File: config.mk
export PLATFORM = sky130hd
export DESIGN_NAME = fir_sample_fifo_flat
export DESIGN_NICKNAME = d
export VERILOG_FILES = /design/src/rtl/fir_sample_fifo_if.sv /design/src/rtl/fir_sample_fifo.sv /design/src/flat_wrapper.sv
export SDC_FILE = /design/constraint.sdc
export NUM_CORES = 1
export LEC_CHECK = 0
export BUFFER_PORTS_ARGS = -buffer_cell sky130_fd_sc_hd__buf_2
export CAP_MARGIN = 40
export CORE_AREA = 2 2 187 189
export CTS_CLUSTER_DIAMETER = 120
export CTS_CLUSTER_SIZE = 14
export DETAILED_ROUTE_END_ITERATION = 8
export DIE_AREA = 0 0 189 191
export GPL_TIMING_DRIVEN = 0
export PLACE_DENSITY = 0.69
export SETUP_SLACK_MARGIN = 0.2
export SYNTH_ARGS = -nofsm -noshare
export SYNTH_HDL_FRONTEND = slang
export SYNTH_SLANG_ARGS = --single-unit
File: constraint.sdc
create_clock -name i_clk -period 3.2 [get_ports i_clk]
set_clock_uncertainty 0.2 [all_clocks]
set_input_delay 0.64 -clock i_clk [delete_from_list [all_inputs] [get_ports i_clk]]
set_output_delay 0.64 -clock i_clk [all_outputs]
set_load 0.05 [all_outputs]
File: src/rtl/fir_sample_fifo_if.sv
// ----------------------------------------------------------------------------
// fir_sample_fifo_if
// Sample-path handshake bundle between the sample producer, the input FIFO
// and the FIR filter.
//   iv_din       producer sample
//   i_din_valid  producer write strobe (one cycle per sample)
//   o_din_ready  FIFO can accept a sample
//   ov_dout      head sample presented to the FIR
//   o_dout_valid head sample valid
//   i_dout_ready one-cycle consume pulse from the FIR
// slave  : the FIFO side
// master : the producer/FIR side (testbench)
// ----------------------------------------------------------------------------
interface fir_sample_fifo_if #(
  parameter int DATA_WIDTH = 24
);
  logic [DATA_WIDTH-1:0] iv_din;
  logic                  i_din_valid;
  logic                  o_din_ready;
  logic [DATA_WIDTH-1:0] ov_dout;
  logic                  o_dout_valid;
  logic                  i_dout_ready;

  modport slave (
    input  iv_din,
    input  i_din_valid,
    output o_din_ready,
    output ov_dout,
    output o_dout_valid,
    input  i_dout_ready
  );

  modport master (
    output iv_din,
    output i_din_valid,
    input  o_din_ready,
    input  ov_dout,
    input  o_dout_valid,
    output i_dout_ready
  );
endinterface

File: src/rtl/fir_sample_fifo.sv
// ----------------------------------------------------------------------------
// fir_sample_fifo
// First-word-fall-through sample buffer in front of the FIR filter. Samples
// are stored in an inferred simple dual-port RAM; the head sample is read
// into a registered output stage and held until the FIR consumes it.
// Ports:
//   i_clk, i_rst      clock, synchronous active-high reset
//   i_en              global enable, low freezes all state
//   i_clr_ovf         clears the sticky overflow flag and drop counter
//   s_bus             sample handshake (slave side of fir_sample_fifo_if)
//   ov_level          samples held (RAM + output register)
//   o_almost_full     ov_level >= ALMOST_FULL_THRESH
//   o_overflow        sticky: a sample was dropped
//   ov_drop_count     dropped samples, saturating
// ----------------------------------------------------------------------------
module fir_sample_fifo #(
  parameter int DATA_WIDTH         = 24,
  parameter int FIFO_DEPTH         = 16,
  parameter int ALMOST_FULL_THRESH = 12
) (
  input  logic                        i_clk,
  input  logic                        i_rst,
  input  logic                        i_en,
  input  logic                        i_clr_ovf,
  fir_sample_fifo_if.slave            s_bus,
  output logic [$clog2(FIFO_DEPTH):0] ov_level,
  output logic                        o_almost_full,
  output logic                        o_overflow,
  output logic [15:0]                 ov_drop_count
);

  localparam int AW = $clog2(FIFO_DEPTH);
  localparam int LW = AW + 1;

  logic [DATA_WIDTH-1:0] r_mem [FIFO_DEPTH];
  logic [AW-1:0]         r_wr_ptr;
  logic [AW-1:0]         r_rd_ptr;
  logic [LW-1:0]         r_level;
  logic [LW-1:0]         w_level_next;
  logic [DATA_WIDTH-1:0] r_dout;
  logic                  r_dout_valid;
  logic                  r_din_ready;
  logic                  r_almost_full;
  logic                  r_overflow;
  logic [15:0]           r_drop_count;

  logic w_push;
  logic w_drop;
  logic w_pop;
  logic w_fetch;

  always_comb begin
    w_push = i_en && s_bus.i_din_valid && r_din_ready;
    w_drop = i_en && s_bus.i_din_valid && !r_din_ready;
    w_pop  = i_en && r_dout_valid && s_bus.i_dout_ready;
    // Load the output register whenever it is empty or being consumed and
    // the RAM still holds samples not yet presented (level minus the one in
    // the output register). A sample pushed this edge is not counted yet, so
    // the read never collides with the write slot.
    w_fetch = i_en && (!r_dout_valid || w_pop) && (r_level > LW'(r_dout_valid));

    w_level_next = r_level;
    if (w_push && !w_pop) begin
      w_level_next = r_level + LW'(1);
    end else if (!w_push && w_pop) begin
      w_level_next = r_level - LW'(1);
    end
  end

  // Storage: write port only, no reset of contents.
  always_ff @(posedge i_clk) begin
    if (!i_rst && w_push) begin
      r_mem[r_wr_ptr] <= s_bus.iv_din;
    end
  end

  always_ff @(posedge i_clk) begin
    if (i_rst) begin
      r_wr_ptr      <= '0;
      r_rd_ptr      <= '0;
      r_level       <= '0;
      r_dout        <= '0;
      r_dout_valid  <= 1'b0;
      r_din_ready   <= 1'b0;
      r_almost_full <= 1'b0;
      r_overflow    <= 1'b0;
      r_drop_count  <= '0;
    end else begin
      // Flags follow the next level so they line up with ov_level.
      r_din_ready   <= (w_level_next < LW'(FIFO_DEPTH));
      r_almost_full <= (w_level_next >= LW'(ALMOST_FULL_THRESH));
      if (i_en) begin
        r_level <= w_level_next;
        if (w_push) begin
          r_wr_ptr <= r_wr_ptr + AW'(1);
        end
        // Registered RAM read into the output stage.
        if (w_fetch) begin
          r_dout   <= r_mem[r_rd_ptr];
          r_rd_ptr <= r_rd_ptr + AW'(1);
        end
        if (w_fetch) begin
          r_dout_valid <= 1'b1;
        end else if (w_pop) begin
          r_dout_valid <= 1'b0;
        end
        // A drop at the same edge as a clear wins and restarts the count at 1.
        if (w_drop) begin
          r_overflow <= 1'b1;
          if (i_clr_ovf) begin
            r_drop_count <= 16'd1;
          end else if (r_drop_count != 16'hFFFF) begin
            r_drop_count <= r_drop_count + 16'd1;
          end
        end else if (i_clr_ovf) begin
          r_overflow   <= 1'b0;
          r_drop_count <= '0;
        end
      end
    end
  end

  assign s_bus.o_din_ready  = r_din_ready;
  assign s_bus.ov_dout      = r_dout;
  assign s_bus.o_dout_valid = r_dout_valid;
  assign ov_level           = r_level;
  assign o_almost_full      = r_almost_full;
  assign o_overflow         = r_overflow;
  assign ov_drop_count      = r_drop_count;

endmodule

File: src/flat_wrapper.sv
// flat-port wrapper written by rule: the top's interface ports become plain ports
module fir_sample_fifo_flat 
#(
  parameter int DATA_WIDTH         = 24,
  parameter int FIFO_DEPTH         = 16,
  parameter int ALMOST_FULL_THRESH = 12
)
  (i_clk, i_rst, i_en, i_clr_ovf, ov_level, o_almost_full, o_overflow, ov_drop_count, s_bus_iv_din, s_bus_i_din_valid, s_bus_o_din_ready, s_bus_ov_dout, s_bus_o_dout_valid, s_bus_i_dout_ready);
  fir_sample_fifo_if #(.DATA_WIDTH(DATA_WIDTH)) s_bus_i ();
  input  logic i_clk;
  input  logic i_rst;
  input  logic i_en;
  input  logic i_clr_ovf;
  output logic [$clog2(FIFO_DEPTH):0] ov_level;
  output logic o_almost_full;
  output logic o_overflow;
  output logic [15:0] ov_drop_count;
  input wire logic [$bits(s_bus_i.iv_din)-1:0] s_bus_iv_din;
  input wire logic [$bits(s_bus_i.i_din_valid)-1:0] s_bus_i_din_valid;
  output wire logic [$bits(s_bus_i.o_din_ready)-1:0] s_bus_o_din_ready;
  output wire logic [$bits(s_bus_i.ov_dout)-1:0] s_bus_ov_dout;
  output wire logic [$bits(s_bus_i.o_dout_valid)-1:0] s_bus_o_dout_valid;
  input wire logic [$bits(s_bus_i.i_dout_ready)-1:0] s_bus_i_dout_ready;
  assign s_bus_i.iv_din = s_bus_iv_din;
  assign s_bus_i.i_din_valid = s_bus_i_din_valid;
  assign s_bus_o_din_ready = s_bus_i.o_din_ready;
  assign s_bus_ov_dout = s_bus_i.ov_dout;
  assign s_bus_o_dout_valid = s_bus_i.o_dout_valid;
  assign s_bus_i.i_dout_ready = s_bus_i_dout_ready;
  fir_sample_fifo #(.DATA_WIDTH(DATA_WIDTH), .FIFO_DEPTH(FIFO_DEPTH), .ALMOST_FULL_THRESH(ALMOST_FULL_THRESH)) u_core (.i_clk(i_clk), .i_rst(i_rst), .i_en(i_en), .i_clr_ovf(i_clr_ovf), .s_bus(s_bus_i), .ov_level(ov_level), .o_almost_full(o_almost_full), .o_overflow(o_overflow), .ov_drop_count(ov_drop_count));
endmodule
After elaboration in Yosys (flattened, before gate mapping). Memories as Yosys holds them, arrays and structs flattened. A register that Yosys moved wholly into a read port is not among the register bits. Cells that the tools add are included.

Register bits: 33. Bits in latches: 0. Memory bits (writable): 384. ROM bits: 0. Input port bits: 30. Output and inout bits: 49. Logic and storage cells: 54. Memories: 1.

Memories: u_core.r_mem (depth 16, bits a word 24, rd ports 1, clocked after Yosys merged registers in 1, wr ports 1, line fir_sample_fifo.sv:35) `logic [DATA_WIDTH-1:0] r_mem [FIFO_DEPTH];`.

$add $sub $neg: 5. Multiply operators: 0. Div/mod/pow operators: 0. Order comparisons: 3. Eq/ne operators: 1. Shifts and indexed selects: 0. Multiplexer cells: 12. Bitwise logic cells: 0. Reduce and logical (&&, ||, !) cells: 24.

Operators with widths (count): two-way mux 16 bit (4); adder 16 x 1 -> 16 bit (second input constant) (1); != test 16 bit (second input constant) (1); logical AND 1 bit (10); two-way mux 5 bit (2); adder 4 x 1 -> 4 bit (second input constant) (2); AND reduction 2 bit (4); two-way mux 1 bit (6); nonzero test 2 bit (3); adder 5 x 1 -> 5 bit (second input constant) (1); greater-or-equal comparator 5 x 4 -> 1 bit (second input constant) (1); > comparator 5 x 1 -> 1 bit (1); zero test 1 bit (5); less-than comparator 5 bit (second input constant) (1); subtractor 5 x 1 -> 5 bit (second input constant) (1); AND reduction 3 bit (1); logical OR 1 bit (1).

Longest topological paths before layout. Gate-level depths: netlist of the first run.

Word-level depth: 7. Depth in mapped cells: 9. Gate-level depth less buffers: 7.

Worst setup path before layout of the first run. OpenSTA, ideal clock, no wires.

Path kind: in2reg. From: in i_en. To: mem u_core.r_mem[3][0] (enable). Library setup time: 0.405 ns. Arrival: 2.522 ns. Required time: 2.595 ns. Slack: 0.073 ns. Cell stages on the path: 5. Buffers on the path: 2. Path through: clkbuf_1 -> and3_1 -> clkbuf_1 -> nand2_1 -> nor2_1.

Word-level cells in the longest chain between the ends: 5.

RTL lines: from (decl) (line flat_wrapper.sv:12) `input logic i_en;`; logical AND 1 bit (2 in a row) (line fir_sample_fifo.sv:53) `w_push = i_en && s_bus.i_din_valid && r_din_ready;`; logical AND 1 bit (line fir_sample_fifo.sv:72) `if (!i_rst && w_push) begin`; two-way mux 1 bit (line fir_sample_fifo.sv:72); two-way mux 1 bit (implied by the code) (line fir_sample_fifo.sv:73) `r_mem[r_wr_ptr] <= s_bus.iv_din;`; to (decl) (line fir_sample_fifo.sv:35).

Every way passes these cells.

==> results.toml, run 1 <==
[synthesis]
syn_area_um2 = 16800
ys_top_cells_by_count = "384 x edfxtp_1, 96 x mux4_2, 57 x dfxtp_1"
synth.most_common_cell = "edfxtp_1"
yosysUniqueCellTypes = 48
synth.avg_cell_area_um2 = 19.3
yosysWarnings = 0
synth_edf_count = 384
yosysTopAreaCell = "edfxtp_1"
synthTopCellsByArea = "edfxtp_1 68%, mux4_2 13%, dfxtp_1 6.8%"
syn_inst = 871
synthFlopType = "edfxtp_1"
yosysSeqAreaShare_pct = 75.2
async_flop_share_pct = 0
syn_nets = 910
synth-seq-cells = 441
yosys.area.top_type_share_pct = 68.5

[grt]
grt_usage_pct = 20.4
antenna_found_initial = 0
grt-ovfl-total = 0
grt_pass1_vias = 8920
grt_max_degree = 25
grt_pass1_wl_mm = 54.5

[setup_path]
critical_path_required_ns = 3.40
start_kind = "flip-flop"
r2r_slack_ns = 0.41
cp-endpoint = "u_core.s_bus.ov_dout[6]$_SDFFE_PP0P_"
reg2reg_depth = 7
cp_max_fo = 10
crit_slowest_cell = "mux4_2"
cpPeakStageDelay_ns = 0.54
crit_chain = "clkbuf_1, buf_4, buf_4, mux4_2, a22oi_1, nand2_1, a22o_1"
cp_data_arrival_time_ns = 2.99
cp-startpoint = "u_core.r_rd_ptr[0]$_SDFFE_PP0P_"
cp-end-kind = "flip-flop"
rr_endpoint = "u_core.s_bus.ov_dout[6]$_SDFFE_PP0P_"
crit_type = "reg2reg"
rr_startpoint = "u_core.r_rd_ptr[0]$_SDFFE_PP0P_"
path_common_cell = "buf_4"

[routing]
wl_per_cell_um = 24.3
drt-initial-drc-count = 706
via_count = 8693
drt_wl_total_mm = 36.1
drtPass1Iterations = 5
drc = 0
final_antenna_net_count = 0
vias_per_cell = 5.87

[job]
cap_violations = 0

[floorplanning]
ioPinCount = 79
fp.dieW_um = 189
core_um2 = 34100
rows = 68
die_area_um2 = 36100
die_height_um = 191
start_util_pct = 49.4

[pwr]
power.leakage_nw = 6.15
power_density_nw_per_um2 = 594
vdd_drop_max_uv = 470

[placement]
hpwl_mm = 23.0
portBuffers = 76
placedCellCount = 1417
routabilityCongestion = 0.797
place_area_um2 = 18300

[timing]
rsz0062_at_grt = "no"
timing.final.crit_share_pct = 87.0
fmax_mhz = 359
fin_setup_tns_ns = 0
relSlewSlack_pct = 39.4
max_slew.worst_pin.slew_ns = 0.909
period_needed_ns = 2.79
report.final.slew_viol_count = 0
hold_viol = 0
setup_viol = 0

[clock_network]
cts.sinks = 441
cts_buffer_depth = 3
clk_latency_ns = 0.52
cts_hold_buf = 0
postCtsSetupBuffers = 0
cts_made_buffers = 37
htreeDepth = 2
cts_tree = "built"
clk_pin_slew_worst_paths_ns = 0.07
clockRootBuffer = "clkbuf_16"

[finish]
area_growth_pct = 14.6
fin_area_um2 = 19300
layoutNonFillerInstCount = 1482
drive_above_1_share_pct = 25.9
nets = 1040
antennaDiodeCount = 0
n_fill_cell = 2569

[status]
outcome = "complete, no violations"

[hold_path]
hold_path.class = "reg2reg"
[worst min path at each step]
stage,end,cells past startpoint,from,slack (ns)
after CTS,u_core.s_bus.ov_dout[20]$_SDFFE_PP0P_,1,u_core.s_bus.ov_dout[20]$_SDFFE_PP0P_,0.28
final,u_core.s_bus.ov_dout[14]$_SDFFE_PP0P_,1,u_core.s_bus.ov_dout[14]$_SDFFE_PP0P_,0.27
after global routing,u_core.s_bus.ov_dout[14]$_SDFFE_PP0P_,1,u_core.s_bus.ov_dout[14]$_SDFFE_PP0P_,0.29
after global placement,u_core.s_bus.ov_dout[14]$_SDFFE_PP0P_,1,u_core.s_bus.ov_dout[14]$_SDFFE_PP0P_,0.26
after floorplan,u_core.r_wr_ptr[1]$_SDFFE_PP0P_,2,u_core.r_wr_ptr[1]$_SDFFE_PP0P_,0.28
after detailed placement,u_core.o_overflow$_SDFFE_PP0P_,2,u_core.o_overflow$_SDFFE_PP0P_,0.26
[through the flow]
step | util, % | worst slack (ns) | hold slack [ns] | total power, mW
2_1_floorplan | - | 0.0734 | 0.282 | 7.19
6_report | 56.6 | 0.415 | 0.274 | 11.5
3_5_place_dp | 53.5 | -0.0228 | 0.260 | 7.51
3_3_place_gp | 52.2 | -1.32 | 0.256 | 7.49
4_1_cts | 56.6 | 0.235 | 0.275 | 11.5
5_1_grt | 56.6 | 0.263 | 0.288 | 11.8
[metal layers]
| layer | routed length, µm | track usage (%) | vias up |
|---|---|---|---|
| li1 | - | - | 3832 |
| met1 | 15100 | 27.4 | 4533 |
| met2 | 18000 | 35.1 | 272 |
| met3 | 2220 | 3.65 | 56 |
| met4 | 738 | 5.02 | 0 |
| met5 | 0 | 0 | - |
[cells in the final DEF (no fill, tap or decap), types with 3 or more instances in the layout]
master       n
clkbuf_16   37
or3_1       12
nor3_1       4
a22oi_1     49
o21ai_0     10
nor2b_1      5
clkbuf_1    53
dfxtp_1     57
xnor2_1      4
mux2i_1      3
o31ai_1      4
buf_4        6
buf_16      12
inv_1       10
nand2_1     47
or4_1        6
clkbuf_2     3
and3_1       4
buf_2       86
nand3_1     11
nor2_4      12
a21oi_1     19
xor2_1       4
nand4_1      4
and2_2       4
a22o_1      24
nor2_1      17
mux4_2      96
edfxtp_1   384
ha_1         9
[sequential cells by signal (all words and copies together) (netlist names)]
register and flops:
u_core.r_mem 384, u_core.s_bus.ov_dout 24, u_core.ov_drop_count 16, u_core.ov_level 5
u_core.r_rd_ptr 4, u_core.r_wr_ptr 4, u_core.o_almost_full 1, u_core.o_overflow 1
u_core.s_bus.o_din_ready 1, u_core.s_bus.o_dout_valid 1
[cell families after synthesis]
group | share of synthesized area (%)
AOI/OAI and AO/OA | 5.06
xor gates and xnor gates | 0.416
adders and majority gates | 0.669
buffers and inverters | 1.45
DFF | 75.2
muxes | 13.0
and+or+nand+nor | 4.16
[critical path: cells and delay by family (launching register included)]
family | cells | cell delay, ns
compound gates | 2 | 0.44
buf+inv | 3 | 0.97
flops | 1 | 0.34
mux | 1 | 0.54
simple gates | 1 | 0.17
[power breakdown]
part           switching [mW]  internal (mW)  total, mW  leakage (nW)
clock                    1.91           2.18       4.09         0.492
combinational           0.616          0.434       1.05          1.75
sequential             0.0356           6.29       6.33          3.91
total                    2.57           8.90       11.5          6.15
[repair_timing]
item,4_1_cts,5_1_grt
pin swaps,0,0
hold endpoints to repair,0,0
endpoints found under the setup margin,20,11
resized for setup,5,6
[layout make-up]
| cell class | instances | area (µm²) | area share (%) |
|---|---|---|---|
| Tap cell | 455 | 569 | 2.95 |
| Timing Repair Buffer | 91 | 752 | 3.89 |
| Sequential cell | 441 | 12700 | 65.6 |
| Buffer | 46 | 219 | 1.13 |
| Clock buffer | 64 | 1030 | 5.32 |
| Multi-Input combinational cell | 374 | 4030 | 20.8 |
| Clock inverter | 1 | 8.76 | 0.0454 |
| Inverter | 10 | 37.5 | 0.194 |
No activity file was read; power rests on OpenSTA's default activity.
==> run 2: changes to the inputs <==
--- a/config.mk
+++ b/config.mk
@@ -5,13 +5,15 @@
 export SDC_FILE = /design/constraint.sdc
 export NUM_CORES = 1
 export LEC_CHECK = 0
+export ABC_AREA = 1
 export BUFFER_PORTS_ARGS = -buffer_cell sky130_fd_sc_hd__buf_2
 export CAP_MARGIN = 40
-export CORE_AREA = 2 2 187 189
+export CORE_AREA = 2 2 194 196
 export CTS_CLUSTER_DIAMETER = 120
 export CTS_CLUSTER_SIZE = 14
 export DETAILED_ROUTE_END_ITERATION = 8
-export DIE_AREA = 0 0 189 191
+export DIE_AREA = 0 0 196 198
+export GPL_ROUTABILITY_DRIVEN = 1
 export GPL_TIMING_DRIVEN = 0
 export PLACE_DENSITY = 0.69
 export SETUP_SLACK_MARGIN = 0.2
==> results.toml, run 2 <==
[status]
outcome = "complete, no violations"

[clock_network]
cts_buffer_depth = 3
htreeDepth = 2
cts_made_buffers = 37
cts_tree = "built"
clk_pin_slew_worst_paths_ns = 0.07
clockRootBuffer = "clkbuf_16"
clk_latency_ns = 0.54
cts.sinks = 441
postCtsSetupBuffers = 0
cts_hold_buf = 0
cts-resized-gates = 0

[timing]
fmax_mhz = 360
max_slew.worst_pin.slew_ns = 0.945
report.final.slew_viol_count = 0
rsz0062_at_grt = "no"
timing.final.crit_share_pct = 86.8
fin_setup_tns_ns = 0
relSlewSlack_pct = 37.0
setup_viol = 0
hold_viol = 0
period_needed_ns = 2.78

[setup_path]
crit_type = "in2reg"
cp-end-kind = "flip-flop"
cp_data_arrival_time_ns = 2.82
crit_chain = "clkbuf_1, inv_1, clkbuf_1, nand3_1, nor2_4, buf_16"
crit_slowest_cell = "nor2_4"
start_kind = "input pin"
path_common_cell = "clkbuf_1"
cp_max_fo = 13
critical_path_required_ns = 3.24
cpPeakStageDelay_ns = 0.64

[finish]
fin_area_um2 = 20800
drive_above_1_share_pct = 12.2
final_common_cell = "edfxtp_1"
largest_reg_flops = 384
area_growth_pct = 14.4
n_fill_cell = 3086
regMostFlops = "u_core.r_mem"
layout_common_cells = "384 x edfxtp_1, 285 x nor2_1, 192 x nand3_1"
nets = 1812

[grt]
grt_usage_pct = 26.7
grt_max_degree = 19
grt_pass1_vias = 12500
grt_pass1_wl_mm = 76.2
grt-ovfl-total = 0
antenna_found_initial = 1

[placement]
portBuffers = 77
routabilityCongestion = 0.861
hpwl_mm = 34.7
place_area_um2 = 19700

[floorplanning]
core_um2 = 37000
die_height_um = 198
fp.dieW_um = 196
rows = 71
die_area_um2 = 38800
ioPinCount = 79
start_util_pct = 49.2

[synthesis]
yosysWarnings = 0
synth.avg_cell_area_um2 = 11.1
yosys.area.top_type_share_pct = 63.4
synth-seq-cells = 441
yosysTopAreaCell = "edfxtp_1"
synth_edf_count = 384
synthTopCellsByArea = "edfxtp_1 63%, dfxtp_1 6.3%, nor2_1 6.2%"
yosysUniqueCellTypes = 36
synthFlopType = "edfxtp_1"
yosysSeqAreaShare_pct = 69.6
async_flop_share_pct = 0
syn_nets = 1677
syn_inst = 1638
syn_area_um2 = 18200
ys_top_cells_by_count = "384 x edfxtp_1, 301 x nor2_1, 192 x nand3_1"
synth.most_common_cell = "edfxtp_1"

[routing]
wl_per_cell_um = 22.8
vias_per_cell = 5.82
drt-initial-drc-count = 1720
drt_wl_total_mm = 51.8
drtPass1Iterations = 5
final_antenna_net_count = 0
via_count = 13200
drc = 0

[pwr]
vdd_drop_max_uv = 546
power.leakage_nw = 7.41
power_density_nw_per_um2 = 633

[hold_path]
hold_path.class = "in2reg"

[job]
cap_violations = 0
==> run 2: cell count changes after synthesis, sizes merged, moves of 12 or more <==
cell    previous run  this run
nor2              30       306
nand3             11       193
inv               10       155
o21ai             11       133
nand2             47       168
mux4              96         0
o211ai             2        67
a22oi             49         0
buf               17        55
a21oi             19        47
a22o              24         0
or3               12         0
==> run 2: path summary, 6_finish.rpt <==
check             slack, ns  depth (start not counted)                            start                                    end
hold / removal         0.23                          4                        i_clr_ovf  u_core.ov_drop_count[11]$_SDFFE_PP0P_
hold reg to reg        0.27                          2   u_core.o_overflow$_SDFFE_PP0P_         u_core.o_overflow$_SDFFE_PP0P_
setup / recovery       0.42                          6                            i_rst          u_core.r_mem[15][8]$_DFFE_PP_
setup reg to reg       0.84                          9  u_core.r_rd_ptr[1]$_SDFFE_PP0P_  u_core.s_bus.ov_dout[21]$_SDFFE_PP0P_
==> run 2: routing by layer <==
metal	share of wire [%]	wire (µm)	vias to the layer above	global-route usage, %
li1	-	-	5921	-
met1	40	20900	6408	36.3
met2	46	23700	777	43.1
met3	9.8	5090	139	4.58
met4	3.9	2040	0	10.7
met5	0	0	-	0
==> run 2: cell families after synthesis <==
logic type / after synthesis / synth area share, %
muxes: 1 / 0.0550
buffers and inverters: 248 / 5.76
and+or+nand+nor: 685 / 15.9
DFF: 441 / 69.6
xor gates and xnor gates: 3 / 0.144
AOI/OAI and AO/OA: 251 / 7.92
adders and majority gates: 9 / 0.619
==> run 2: area by class of cell <==
type	instances	area, µm²	area share (%)
multi-input combinational	949	4600	22.1
timing repair buffer	96	837	4.02
clock buffer	63	1020	4.92
sequential	441	12700	60.9
antenna	1	2.50	0.0120
tap	474	593	2.85
buffer	92	458	2.20
inverter	156	589	2.83
clock inverter	4	50.0	0.240
==> run 2: metrics by stage <==
stage | total power [mW] | cells | setup WS [ns] | util (%) | hold slack, ns
floorplan | 8.12 | 1638 | 0.276 | - | 0.303
global placement | 8.95 | 2189 | -1.28 | 51.9 | 0.255
detailed placement | 9.02 | 2207 | -0.0505 | 53.4 | 0.265
CTS | 13.2 | 2274 | 0.481 | 56.3 | 0.221
global route | 13.6 | 2275 | 0.340 | 56.3 | 0.258
finish | 13.2 | 2276 | 0.423 | 56.3 | 0.234
==> run 2: power breakdown <==
| group | switching [mW] | total [mW] | internal [mW] |
|---|---|---|---|
| clock | 2.02 | 4.22 | 2.20 |
| sequential | 0.0589 | 6.40 | 6.34 |
| combinational | 1.88 | 2.56 | 0.679 |
==> run 2: critical path, delay by kind of cell <==
kind          cells  cell delay, ns
buf+inv           4            1.02
simple gates      2            1.15
